`config.mk`:
```
export PLATFORM = sky130hd
export DESIGN_NAME = bullet_scheduler
export DESIGN_NICKNAME = d
export VERILOG_FILES = /design/src/rtl/bullet_scheduler_pkg.sv /design/src/rtl/bullet_slot.sv /design/src/rtl/bullet_scheduler.sv
export SDC_FILE = /design/constraint.sdc
export NUM_CORES = 1
export LEC_CHECK = 0
export CELL_PAD_IN_SITES_DETAIL_PLACEMENT = 1
export CELL_PAD_IN_SITES_GLOBAL_PLACEMENT = 1
export CORE_ASPECT_RATIO = 2
export CORE_MARGIN = 5
export CORE_UTILIZATION = 40
export CTS_CLUSTER_DIAMETER = 100
export DETAILED_ROUTE_END_ITERATION = 10
export PLACE_DENSITY = 0.9
export SYNTH_ARGS = -nofsm -noshare
export SYNTH_HDL_FRONTEND = slang
export SYNTH_HIERARCHICAL = 1
export SYNTH_SLANG_ARGS = --single-unit
export TNS_END_PERCENT = 30
```
`constraint.sdc`:
```
create_clock -name clk -period 3.75 [get_ports clk]
set_input_delay 0.5625 -clock clk [delete_from_list [all_inputs] [get_ports clk]]
set_output_delay 0.5625 -clock clk [all_outputs]
set_load 0.03 [all_outputs]
```
`src/rtl/bullet_scheduler_pkg.sv`:
```
// Shared game constants for the bullet scheduler and its slots.
// Position width, screen size and facing-direction encoding.
package bullet_scheduler_pkg;

  localparam int   POS_W     = 10;
  localparam int   SCREEN_W  = 800;
  localparam logic DIR_LEFT  = 1'b0;
  localparam logic DIR_RIGHT = 1'b1;

endpackage

```
`src/rtl/bullet_slot.sv`:
```
// One bullet slot: holds valid/x/y/dir; spawn load, tick step, retire.
// Ports: spawn_i/_x_i/_y_i/_dir_i load, tick_i step, hit_i wall hit.
module bullet_slot #(
  parameter int SCREEN_W = bullet_scheduler_pkg::SCREEN_W
) (
  input  logic       clk,
  input  logic       rst,
  input  logic       spawn_i,
  input  logic [9:0] spawn_x_i,
  input  logic [9:0] spawn_y_i,
  input  logic       spawn_dir_i,
  input  logic       tick_i,
  input  logic       hit_i,
  output logic       valid_o,
  output logic [9:0] x_o,
  output logic [9:0] y_o,
  output logic       dir_o
);
  import bullet_scheduler_pkg::*;

  localparam logic [POS_W-1:0] X_MAX = POS_W'(SCREEN_W - 1);

  logic             valid_q, valid_d;
  logic             dir_q, dir_d;
  logic [POS_W-1:0] x_q, x_d;
  logic [POS_W-1:0] y_q, y_d;
  logic             retire;

  // Edge retire keeps x from ever stepping past 0 or X_MAX.
  assign retire = valid_q & (hit_i |
                  ((dir_q == DIR_LEFT)  && (x_q == '0)) |
                  ((dir_q == DIR_RIGHT) && (x_q == X_MAX)));

  always_comb begin
    valid_d = valid_q;
    dir_d   = dir_q;
    x_d     = x_q;
    y_d     = y_q;
    if (spawn_i) begin
      valid_d = 1'b1;
      dir_d   = spawn_dir_i;
      x_d     = spawn_x_i;
      y_d     = spawn_y_i;
    end else if (retire) begin
      valid_d = 1'b0;
    end else if (valid_q && tick_i) begin
      x_d = (dir_q == DIR_RIGHT) ? x_q + 1'b1 : x_q - 1'b1;
    end
  end

  always_ff @(posedge clk) begin
    if (rst) begin
      valid_q <= 1'b0;
      dir_q   <= 1'b0;
      x_q     <= '0;
      y_q     <= '0;
    end else begin
      valid_q <= valid_d;
      dir_q   <= dir_d;
      x_q     <= x_d;
      y_q     <= y_d;
    end
  end

  assign valid_o = valid_q;
  assign x_o     = x_q;
  assign y_o     = y_q;
  assign dir_o   = dir_q;

endmodule

```
`src/rtl/bullet_scheduler.sv`:
```
// Bullet pool: shoot edge detect, cooldown, lowest-free allocation, tick.
// Ports: shoot/direction/pos_x/pos_y/hit_wall in; per-slot state out.
module bullet_scheduler #(
  parameter int N_BULLETS  = 4,
  parameter int BULLET_INV = 50,
  parameter int COOLDOWN   = 2000,
  parameter int SCREEN_W   = bullet_scheduler_pkg::SCREEN_W,
  parameter int SPAWN_DX   = 12,
  parameter int SPAWN_DY   = 8
) (
  input  logic                    clk,
  input  logic                    rst,
  input  logic                    shoot,
  input  logic                    direction,
  input  logic [9:0]              pos_x,
  input  logic [9:0]              pos_y,
  input  logic [N_BULLETS-1:0]    hit_wall,
  output logic [N_BULLETS-1:0]    bullet_valid,
  output logic [10*N_BULLETS-1:0] bullet_x,
  output logic [10*N_BULLETS-1:0] bullet_y,
  output logic [N_BULLETS-1:0]    bullet_dir,
  output logic                    fire_pulse,
  output logic [3:0]              active_count
);
  import bullet_scheduler_pkg::*;

  localparam int CW = (COOLDOWN > 0) ? $clog2(COOLDOWN + 1) : 1;
  localparam int TW = (BULLET_INV > 1) ? $clog2(BULLET_INV) : 1;
  localparam logic [POS_W:0]   X_MAX_W = (POS_W+1)'(SCREEN_W - 1);
  localparam logic [POS_W:0]   DX_W    = (POS_W+1)'(SPAWN_DX);
  localparam logic [POS_W-1:0] DX      = POS_W'(SPAWN_DX);
  localparam logic [POS_W-1:0] DY      = POS_W'(SPAWN_DY);

  logic          shoot_q;
  logic [CW-1:0] cool_q;
  logic [TW-1:0] tick_q;
  logic          fire_q;

  logic                 fire_req;
  logic                 accept;
  logic                 tick;
  logic [N_BULLETS-1:0] free_sel;
  logic [N_BULLETS-1:0] spawn;
  logic [POS_W:0]       sum_r;
  logic [POS_W-1:0]     spawn_x;
  logic [POS_W-1:0]     spawn_y;

  assign fire_req = shoot & ~shoot_q;
  assign accept   = fire_req & (cool_q == '0) & ~(&bullet_valid);
  assign tick     = (tick_q == TW'(BULLET_INV - 1));
  assign spawn    = accept ? free_sel : '0;

  // Lowest-index free slot as a one-hot vector.
  always_comb begin
    logic found;
    found    = 1'b0;
    free_sel = '0;
    for (int i = 0; i < N_BULLETS; i++) begin
      if (!bullet_valid[i] && !found) begin
        free_sel[i] = 1'b1;
        found       = 1'b1;
      end
    end
  end

  // Muzzle position, clamped to the screen.
  always_comb begin
    sum_r   = {1'b0, pos_x} + DX_W;
    spawn_x = '0;
    if (direction == DIR_RIGHT) begin
      spawn_x = (sum_r > X_MAX_W) ? X_MAX_W[POS_W-1:0]
                                  : sum_r[POS_W-1:0];
    end else begin
      spawn_x = (pos_x < DX) ? '0 : pos_x - DX;
    end
    spawn_y = (pos_y < DY) ? '0 : pos_y - DY;
  end

  always_ff @(posedge clk) begin
    if (rst) begin
      shoot_q <= 1'b1;
      cool_q  <= '0;
      tick_q  <= '0;
      fire_q  <= 1'b0;
    end else begin
      shoot_q <= shoot;
      fire_q  <= accept;
      tick_q  <= tick ? '0 : tick_q + 1'b1;
      if (accept) begin
        cool_q <= CW'(COOLDOWN);
      end else if (cool_q != '0) begin
        cool_q <= cool_q - 1'b1;
      end
    end
  end

  for (genvar g = 0; g < N_BULLETS; g++) begin : g_slot
    bullet_slot #(
      .SCREEN_W (SCREEN_W)
    ) u_slot (
      .clk         (clk),
      .rst         (rst),
      .spawn_i     (spawn[g]),
      .spawn_x_i   (spawn_x),
      .spawn_y_i   (spawn_y),
      .spawn_dir_i (direction),
      .tick_i      (tick),
      .hit_i       (hit_wall[g]),
      .valid_o     (bullet_valid[g]),
      .x_o         (bullet_x[10*g +: 10]),
      .y_o         (bullet_y[10*g +: 10]),
      .dir_o       (bullet_dir[g])
    );
  end

  always_comb begin
    active_count = '0;
    for (int i = 0; i < N_BULLETS; i++) begin
      active_count = active_count + {3'b000, bullet_valid[i]};
    end
  end

  assign fire_pulse = fire_q;

endmodule

```
Word level (Yosys, flattened, before mapping)
Cells that the tools add are included.

cells by class
  add/subtract/negate cells = 16
  order comparisons = 3
  equal/unequal tests = 9
  multiplexer cells = 37
  bitwise operators = 21
  reduce and logical (&&, ||, !) cells = 42

operator list
  cell                                                   count
  2-to-1 mux 10 bit                                      20
  adder 10 x 1 -> 10 bit (second input constant)         4
  equality test 10 bit (second input constant)           4
  logical NOT 10 bit                                     4
  subtractor 10 x 1 -> 10 bit (second input constant)    4
  2-to-1 mux 11 bit                                      2
  < comparator 10 x 4 -> 1 bit (second input constant)   2
  subtractor 10 x 4 -> 10 bit (second input constant)    2
  nonzero test 2 bit                                     9
  logical AND 1 bit                                      15
  2-to-1 mux 1 bit                                       14
  adder 10 x 4 -> 11 bit (second input constant)         1
  > comparator 11 x 10 -> 1 bit (second input constant)  1
  logical NOT 11 bit                                     1
  nonzero test 11 bit                                    1
  subtractor 11 x 1 -> 11 bit (second input constant)    1
  != test 2 bit (second input constant)                  4
  bitwise OR 1 bit                                       8
  AND reduction 2 bit                                    4
  AND 1 bit                                              7
  adder 6 x 1 -> 6 bit (second input constant)           1
  equality test 6 bit (second input constant)            1
  inverter 1 bit                                         6
  logical NOT 1 bit                                      5
  6 further kinds                                        7

word-level totals
  register bits after elaboration = 107
  input port bits = 28
  output and inout port bits = 93
  word-level logic and storage cells = 149

Longest topological paths before layout
Gate-level depths: netlist of the first run.

  word-level depth = 12
  mapped depth = 13
  mapped depth without buffers = 12

Hierarchy
The synthesis of the first run kept the hierarchy.

modules (own cells, without submodules)
  module            times used  cells each  area each (um^2)
  bullet_slot       4           151         1317.5
  bullet_scheduler  1           224         1749.2

Worst setup path after synthesis of the first run
Ideal clock, no wire load.

  path kind = flip-flop to flip-flop
  from = register cool_q[2]
  to = register g_slot[3].u_slot.dir_q
  arrival time = 2566 ps
  data required time = 3622 ps
  slack = 1056 ps
  stages on the path, launching flop included = 10
  path buffers = 2
  clock period less this slack = 2694 ps
  cell sequence = dfxtp_1 > nor4_2 > nand4_2 > and4bb_1 > nand2_1 > nor3b_1 > clkbuf_1 > clkbuf_1 > mux2i_1 > nor2_1

between the ends
  cells in the longest elaborated chain, start to end = 4

ends and longest elaborated chain
  what                      line                    RTL
  start: declaration        bullet_scheduler.sv:35  logic [CW-1:0] cool_q;
  start signal: assignment  bullet_scheduler.sv:90  cool_q <= CW'(COOLDOWN);
  start signal: assignment  bullet_scheduler.sv:92  cool_q <= cool_q - 1'b1;
  logical NOT 11 bit        bullet_scheduler.sv:49  assign accept = fire_req & (cool_q == '0) & ~(&bullet_valid);
  AND 1 bit (2 in a row)    bullet_scheduler.sv:49
  2-to-1 mux 4 bit          bullet_scheduler.sv:51  assign spawn = accept ? free_sel : '0;
  net spawn[3]              bullet_scheduler.sv:43  logic [N_BULLETS-1:0] spawn;
  end signal: assignment    bullet_slot.sv:59       dir_q <= dir_d;
  end: declaration          bullet_slot.sv:24       logic dir_q, dir_d;

The timed path passes the listed nets, and every way through them passes these cells.
A chain may end at the register's enable or synchronous reset.

Final worst setup path of the first run
  from = input pos_x[2]
  to = register g_slot[0].u_slot.x_q[7]

between the ends
  cells in the longest elaborated chain, start to end = 5

ends and longest elaborated chain
  what                           line                    RTL
  start: declaration             bullet_scheduler.sv:15  input logic [9:0] pos_x,
  adder 10 x 4 -> 11 bit         bullet_scheduler.sv:68  sum_r = {1'b0, pos_x} + DX_W;
  > comparator 11 x 10 -> 1 bit  bullet_scheduler.sv:71  spawn_x = (sum_r > X_MAX_W) ? X_MAX_W[POS_W-1:0]
  2-to-1 mux 10 bit              bullet_scheduler.sv:71
  2-to-1 mux 10 bit (*)          bullet_scheduler.sv:70  if (direction == DIR_RIGHT) begin
  net spawn_x[7]                 bullet_scheduler.sv:45  logic [POS_W-1:0] spawn_x;
  2-to-1 mux 10 bit (*)          bullet_slot.sv:39       if (spawn_i) begin
  end signal: assignment         bullet_slot.sv:55       x_q <= '0;
  end signal: assignment         bullet_slot.sv:60       x_q <= x_d;
  end: declaration               bullet_slot.sv:25       logic [POS_W-1:0] x_q, x_d;

Mark *: on every way through the listed nets, which the timed path passes. The rest lies on a longest branch.

==> metrics.csv, run 1 <==
stage,metric,value,unit
status,result of the run,finished clean,
grt,number of global-route vias before repair,7556,
sta,min cycle time layout,3.30,ns
cts,Post CTS Setup Buffer Count,0,
die,Die Footprint,0.0205,mm^2
die,Site Rows,68,
sta,slew margin rel.,0.490,
power_and_ir_drop,Overall Power,3.03,mW
yosys,dominant register cell in the synthesized netlist,dfxtp_1,
power_and_ir_drop,part of the power in the clock network,0.343,
critical_path,endpoint of the worst register-to-register path,g_slot[3].u_slot/x_o[9]$_SDFFE_PP0P_,
job,total of max-cap violations,0,
sta,final worst-path cycle share,0.880,
yosys,Avg Synthesized Cell Area,8.48,um^2
yosys,sequential fraction of the synthesis area,0.305,
grt,antenna violations before repair,1,
sta,transition time of the tightest slew-check pin,0.764,ns
placement,Routability Congestion,0.961,
power_and_ir_drop,leakage power total,3.36,nW
routing,First-pass DRT Iterations,5,
sta,number of pins exceeding their max-slew limit in the final report,0,
cts,clock buffer depth,2,
routing,Antenna Violating Nets Remaining,0,
critical_path,startpoint class of the critical path,input port,
routing,average routed wire per standard cell,21.3,um
cts,clock latency reported for the late side of the worst-skew pair,0.37,ns
cts,count of hold-fix buffers inserted at cts,0,
cts,Worst-path clk slew,0.08,ns
die,die extent in y,197,um
cts,TritonCTS clock tree,yes,
placement,Port Buf Inserts,119,
cts,H-tree lvl count,3,
yosys,number of instances in the synthesized netlist,828,
cts,# clock sinks,107,
layout,signed area change from the synthesized netlist to the final layout,24.6,%
grt,largest net degree at the start of global routing,42,
routing,vias,7073,
power_and_ir_drop,switching portion of total power,0.322,
power_and_ir_drop,power per cell area,347,mW/mm^2
critical_path,reg2reg start,cool_q[2]$_SDFFE_PP0P_,
yosys,proportion of synthesized flip-flops having asynchronous set or reset,0,
die,core area,0.0173,mm^2
die,die width,104,um
cts,post-CTS resize count,0,
cts,number of buffers added by the clock tree synthesis step,9,
die,effective utilization at floorplan,0.406,
yosys,number of flip-flops and latches in the synthesized netlist,107,
yosys,area of the mapped netlist,0.00702,mm^2
yosys,count of yosys warnings during synthesis,6,
sta,RSZ-0062 raised after global routing,false,
layout,Fill cells,2055,
power_and_ir_drop,peak ir drop on the vdd network,0.196,mV
routing,initial DRC count,260,
sta,top achievable clock speed,303,MHz
layout,# nets final,1016,
routing,total wirelength of the detailed-routed design,24.6,mm
grt,global-route wire length before repair,39.1,mm
sta,number of setup violations in the final report,0,
critical_path,Worst Reg-to-Reg Cells,10,
grt,All-Layer GR Usage,0.234,
die,top-level port count,121,
critical_path,"Worst Path Class, Setup",in2reg,
sta,"Hold Violations, Final",0,
power_and_ir_drop,total internal power,2.06,mW
sta,setup total negative slack,0,ns
layout,share of post-route cells with drive strength above 1,0.0742,
hold_path,Worst Hold Depth,1,
hold_path,startpoint of the most critical hold path,tick_q[0]$_SDFF_PP0_,
hold_path,Worst Hold Class,reg2reg,
critical_path,worst endpoint required time,4.04,ns
power_and_ir_drop,Reg power frac,0.417,
cts,root buffer selected by CTS,clkbuf_16,
routing,Vias per Instance,6.13,
placement,hpwl dp,18.8,mm
yosys,number of distinct library cells after synthesis,69,
power_and_ir_drop,switching pwr,0.976,mW
critical_path,worst endpoint data arrival time,3.58,ns
critical_path,element type at the critical path end,flip-flop,
critical_path,CP max FO,7,
routing,detailed-route DRC error count,0,
sta,clock skew,0.0135,ns
hold_path,Worst Hold Endpoint,tick_q[0]$_SDFF_PP0_,
yosys,net count of the mapped netlist,906,
yosys,number of enable-type register cells in the synthesized netlist,0,
power_and_ir_drop,proportion of power drawn by combinational gates,0.241,
critical_path,setup slack of the worst register-to-register path,0.72,ns
grt,global route total overflow,0,
cells by family after synthesis:
group | Yosys count | share of synthesized area
compound gates | 180 | 0.180
xor+xnor | 45 | 0.0562
fa+ha+maj | 50 | 0.0945
buf+inv | 67 | 0.0397
flops | 107 | 0.305
mux | 61 | 0.0881
other cells | 1 | 0.000534
simple gates | 317 | 0.236
registers in the layout (all words and copies together), names as in the netlist:
signal	flops
cool_q	11
fire_pulse	1
g_slot.u_slot/dir_o	4
g_slot.u_slot/valid_o	4
g_slot.u_slot/x_o	40
g_slot.u_slot/y_o	40
shoot_q	1
tick_q	6
area by class of cell:
cell class                      instances  area [um^2]  area share
Inverter                               34          128      0.0146
Clock inverter                          6         78.8     0.00901
Sequential cell                       107         2140       0.245
Multi-Input combinational cell        654         4610       0.527
Tap cell                              210          263      0.0300
Clock buffer                           10          239      0.0273
Timing Repair Buffer                  132         1280       0.147
Antenna cell                            1         2.50    0.000286
synthesized netlist by cell type, types with 15 or more instances:
cell      instances  share of area
nor2_1          119          0.064
dfxtp_1         107           0.31
mux2i_1          58          0.083
a21oi_1          55          0.039
ha_1             45          0.080
nand2_1          44          0.024
inv_1            34          0.018
xnor2_1          34          0.042
clkbuf_1         28          0.015
nand4_1          26          0.023
o21ai_0          25          0.018
a211oi_1         19          0.020
nor2b_1          19          0.017
nor3_1           19          0.014
nand3_1          15          0.011
power groups by stage:
stage | combinational [mW] | clock, mW | sequential, mW
floorplan | 0.493 | 0 | 1.30
global placement | 0.702 | 0 | 1.28
detailed placement | 0.726 | 0 | 1.29
CTS | 0.730 | 1.05 | 1.26
global route | 0.801 | 1.09 | 1.27
finish | 0.730 | 1.04 | 1.26
worst max-delay path, cell delays in order:
cell             delay (ns)
clkdlybuf4s50_1        0.66
inv_1                  0.17
ha_1                   0.28
and2b_1                0.29
a32o_1                 0.23
nand4_1                0.20
a21boi_4               0.29
o21ai_1                0.11
a31oi_1                0.45
nand2_1                0.14
o221ai_1               0.20
placed cells by master, fill, tap and decap left out, drive strengths merged, types with 5 or more instances in the layout:
master	instances
a211oi	19
a21o	5
a21oi	56
a31oi	7
and2	9
and3	6
buf	14
clkbuf	10
clkdlybuf4s50	118
dfxtp	107
fa	5
ha	45
inv	38
mux2i	58
nand2	48
nand3	15
nand3b	5
nand4	27
nand4b	5
nor2	123
nor2b	19
nor3	22
o2111ai	9
o211a	9
o21ai	32
o221ai	8
or2	6
or3	6
or4	11
xnor2	34
xor2	11
through the flow:
stage / util / worst slack (ns) / area, um^2 / instances / hold slack [ns]
floorplan: - / 1.06 / 7020 / 828 / 0.429
global placement: 0.488 / 0.288 / 8420 / 1137 / 0.439
detailed placement: 0.488 / 0.185 / 8420 / 1137 / 0.483
CTS: 0.506 / 0.441 / 8740 / 1153 / 0.499
global route: 0.506 / 0.262 / 8740 / 1154 / 0.518
finish: 0.506 / 0.451 / 8740 / 1154 / 0.481
layer usage:
metal  part of all wire  global-route usage  vias up
met5                  0                   0        -
met4              0.077               0.176        0
met3              0.034              0.0298      109
met2               0.54               0.441      218
met1               0.35               0.227     3495
li1                   -                   -     3251
worst max-delay path by stage:
stage	from	end	cells after the start
6_report	pos_x[2]	g_slot[0].u_slot/x_o[7]$_SDFFE_PP0P_	11
5_1_grt	pos_x[2]	g_slot[0].u_slot/x_o[7]$_SDFFE_PP0P_	11
4_1_cts	g_slot[0].u_slot/valid_o$_SDFFE_PP0P_	active_count[1]	6
3_5_place_dp	pos_x[2]	g_slot[2].u_slot/x_o[7]$_SDFFE_PP0P_	11
3_3_place_gp	pos_x[2]	g_slot[3].u_slot/x_o[7]$_SDFFE_PP0P_	11
2_1_floorplan	cool_q[2]$_SDFFE_PP0P_	g_slot[3].u_slot/dir_o$_SDFFE_PP0P_	9
Power figures use the tool's default switching activity.
==> inputs of run 2 (changes only) <==
GPL_TIMING_DRIVEN = 0   (was default)
==> metrics.csv, run 2 (synthesis results as in run 1) <==
stage,metric,value,unit,change
die,Site Rows,68,,unchanged
critical_path,worst endpoint required time,4.03,ns,about the same
routing,vias,7053,,-0.28%
layout,"commonest non-fill, non-tap cell in the layout",nor2_1,,
grt,met2 capacity usage during global routing,0.482,,+0.0412
routing,First-pass DRT Iterations,4,,-1
status,result of the run,finished clean,,
die,die extent in y,197,um,unchanged
cts,clock buffer depth,2,,unchanged
grt,global route total overflow,0,,unchanged
grt,global-route wire length before repair,39.7,mm,+1.7%
placement,Port Buf Inserts,116,,-2.5%
routing,detailed-route DRC error count,0,,unchanged
layout,share of post-route cells with drive strength above 1,0.0615,,-0.0128
sta,"Hold Violations, Final",0,,unchanged
cts,# clock sinks,107,,unchanged
die,effective utilization at floorplan,0.406,,unchanged
job,total of max-cap violations,0,,unchanged
die,die width,104,um,unchanged
layout,"top library cells by usage in the layout, fill and taps aside","nor2_1 (119), clkdlybuf4s50_1 (116), dfxtp_1 (107)",,
layout,# nets final,1033,,+1.7%
die,core area,0.0173,mm^2,unchanged
die,Die Footprint,0.0205,mm^2,unchanged
grt,largest net degree at the start of global routing,18,,-57%
power_and_ir_drop,peak ir drop on the vdd network,0.210,mV,+6.9%
sta,RSZ-0062 raised after global routing,false,,
routing,Vias per Instance,6.03,,-1.6%
sta,setup total negative slack,0,ns,unchanged
power_and_ir_drop,power per cell area,337,mW/mm^2,-2.9%
critical_path,element type at the critical path end,flip-flop,,
cts,Post CTS Setup Buffer Count,0,,unchanged
critical_path,setup slack of the worst register-to-register path,0.27,ns,-0.45 ns
sta,number of pins exceeding their max-slew limit in the final report,0,,unchanged
cts,number of buffers added by the clock tree synthesis step,9,,unchanged
grt,number of global-route vias before repair,7460,,-1.3%
cts,Worst-path clk slew,0.07,ns,about the same
grt,global routing met1 resource utilization,0.228,,+0.00158
power_and_ir_drop,leakage power total,3.34,nW,-0.66%
layout,ANT cells,0,,-1
sta,post-route setup slack,0.204,ns,-0.247 ns
power_and_ir_drop,Overall Power,2.94,mW,-3.0%
critical_path,worst endpoint data arrival time,3.83,ns,+0.25 ns
critical_path,startpoint class of the critical path,input port,,
layout,signed area change from the synthesized netlist to the final layout,24.4,%,
sta,top achievable clock speed,282,MHz,-7.0%
placement,hpwl dp,19.9,mm,+6.0%
grt,peak-usage layer in the global routing report,met2,,
routing,initial DRC count,255,,-1.9%
die,top-level port count,121,,unchanged
sta,min cycle time layout,3.55,ns,+0.247 ns
sta,final worst-path cycle share,0.946,,+0.0660
cts,H-tree lvl count,3,,unchanged
cts,root buffer selected by CTS,clkbuf_16,,
routing,total wirelength of the detailed-routed design,25.4,mm,+3.2%
sta,slew margin rel.,0.484,,-0.00649
cts,clock latency reported for the late side of the worst-skew pair,0.36,ns,about the same
critical_path,CP max FO,7,,unchanged
grt,All-Layer GR Usage,0.240,,+0.00644
grt,antenna violations before repair,0,,-1
cts,TritonCTS clock tree,yes,,
sta,transition time of the tightest slew-check pin,0.774,ns,+0.00974 ns
placement,worst setup timing slack at the placement stage,-0.0332,ns,-0.219 ns
hold_path,Worst Hold Class,reg2reg,,
routing,average routed wire per standard cell,21.7,um,+1.8%
critical_path,"Worst Path Class, Setup",in2reg,,
sta,clock skew,0.0109,ns,-0.00253 ns
cts,post-CTS resize count,1,,+1
routing,Antenna Violating Nets Remaining,0,,unchanged
placement,Routability Congestion,0.919,,-4.3%
grt,met3 capacity usage during global routing,0.0278,,-0.00196
sta,number of setup violations in the final report,0,,unchanged
cts,count of hold-fix buffers inserted at cts,0,,unchanged
run 2: area by class of cell:
class	count	area (um^2)
buffer	33	154
inverter	34	128
multi-input combinational	654	4600
tap	210	263
clock buffer	12	256
clock inverter	4	31.3
timing repair buffer	116	1160
sequential	107	2140
fill	2081	8540
run 2: where the power goes:
| part | internal (mW) | leakage (nW) | switching, mW | total (mW) |
|---|---|---|---|---|
| clock network | 0.495 | 0.144 | 0.456 | 0.951 |
| registers | 1.20 | 0.865 | 0.0657 | 1.26 |
| logic | 0.305 | 2.33 | 0.423 | 0.729 |
| total | 2.00 | 3.34 | 0.945 | 2.94 |
run 2: through the flow:
step | instances | util | hold WS, ns | instance area (um^2)
floorplan | 828 | - | 0.429 | 7020
global placement | 1154 | 0.489 | 0.452 | 8440
detailed placement | 1154 | 0.489 | 0.472 | 8440
CTS | 1170 | 0.506 | 0.487 | 8730
global route | 1170 | 0.506 | 0.513 | 8730
finish | 1170 | 0.506 | 0.483 | 8730
run 2: worst max-delay path, cell delays in order:
cell and delay (ns):
clkdlybuf4s50_1 0.72, inv_1 0.18, ha_1 0.31, and2b_1 0.31, a32o_1 0.24, nand4_1 0.22
a21boi_4 0.28, nand3_1 0.10, a21oi_1 0.55, o21ai_0 0.17, a21oi_1 0.16
run 2: path summary, 6_finish.rpt:
kind                               start                                    to  depth (start not counted)
setup / recovery                pos_x[2]  g_slot[1].u_slot/x_o[6]$_SDFFE_PP0P_                         11
hold / removal      tick_q[0]$_SDFF_PP0_                  tick_q[0]$_SDFF_PP0_                          1
setup reg to reg  cool_q[2]$_SDFFE_PP0P_   g_slot[0].u_slot/dir_o$_SDFFE_PP0P_                          9
hold reg to reg     tick_q[0]$_SDFF_PP0_                  tick_q[0]$_SDFF_PP0_                          1
run 2: metal layers:
layer | wire length [um] | up-vias
met4 | 1530 | 0
met2 | 14300 | 227
li1 | - | 3269
met5 | 0 | -
met1 | 8610 | 3467
met3 | 1000 | 90
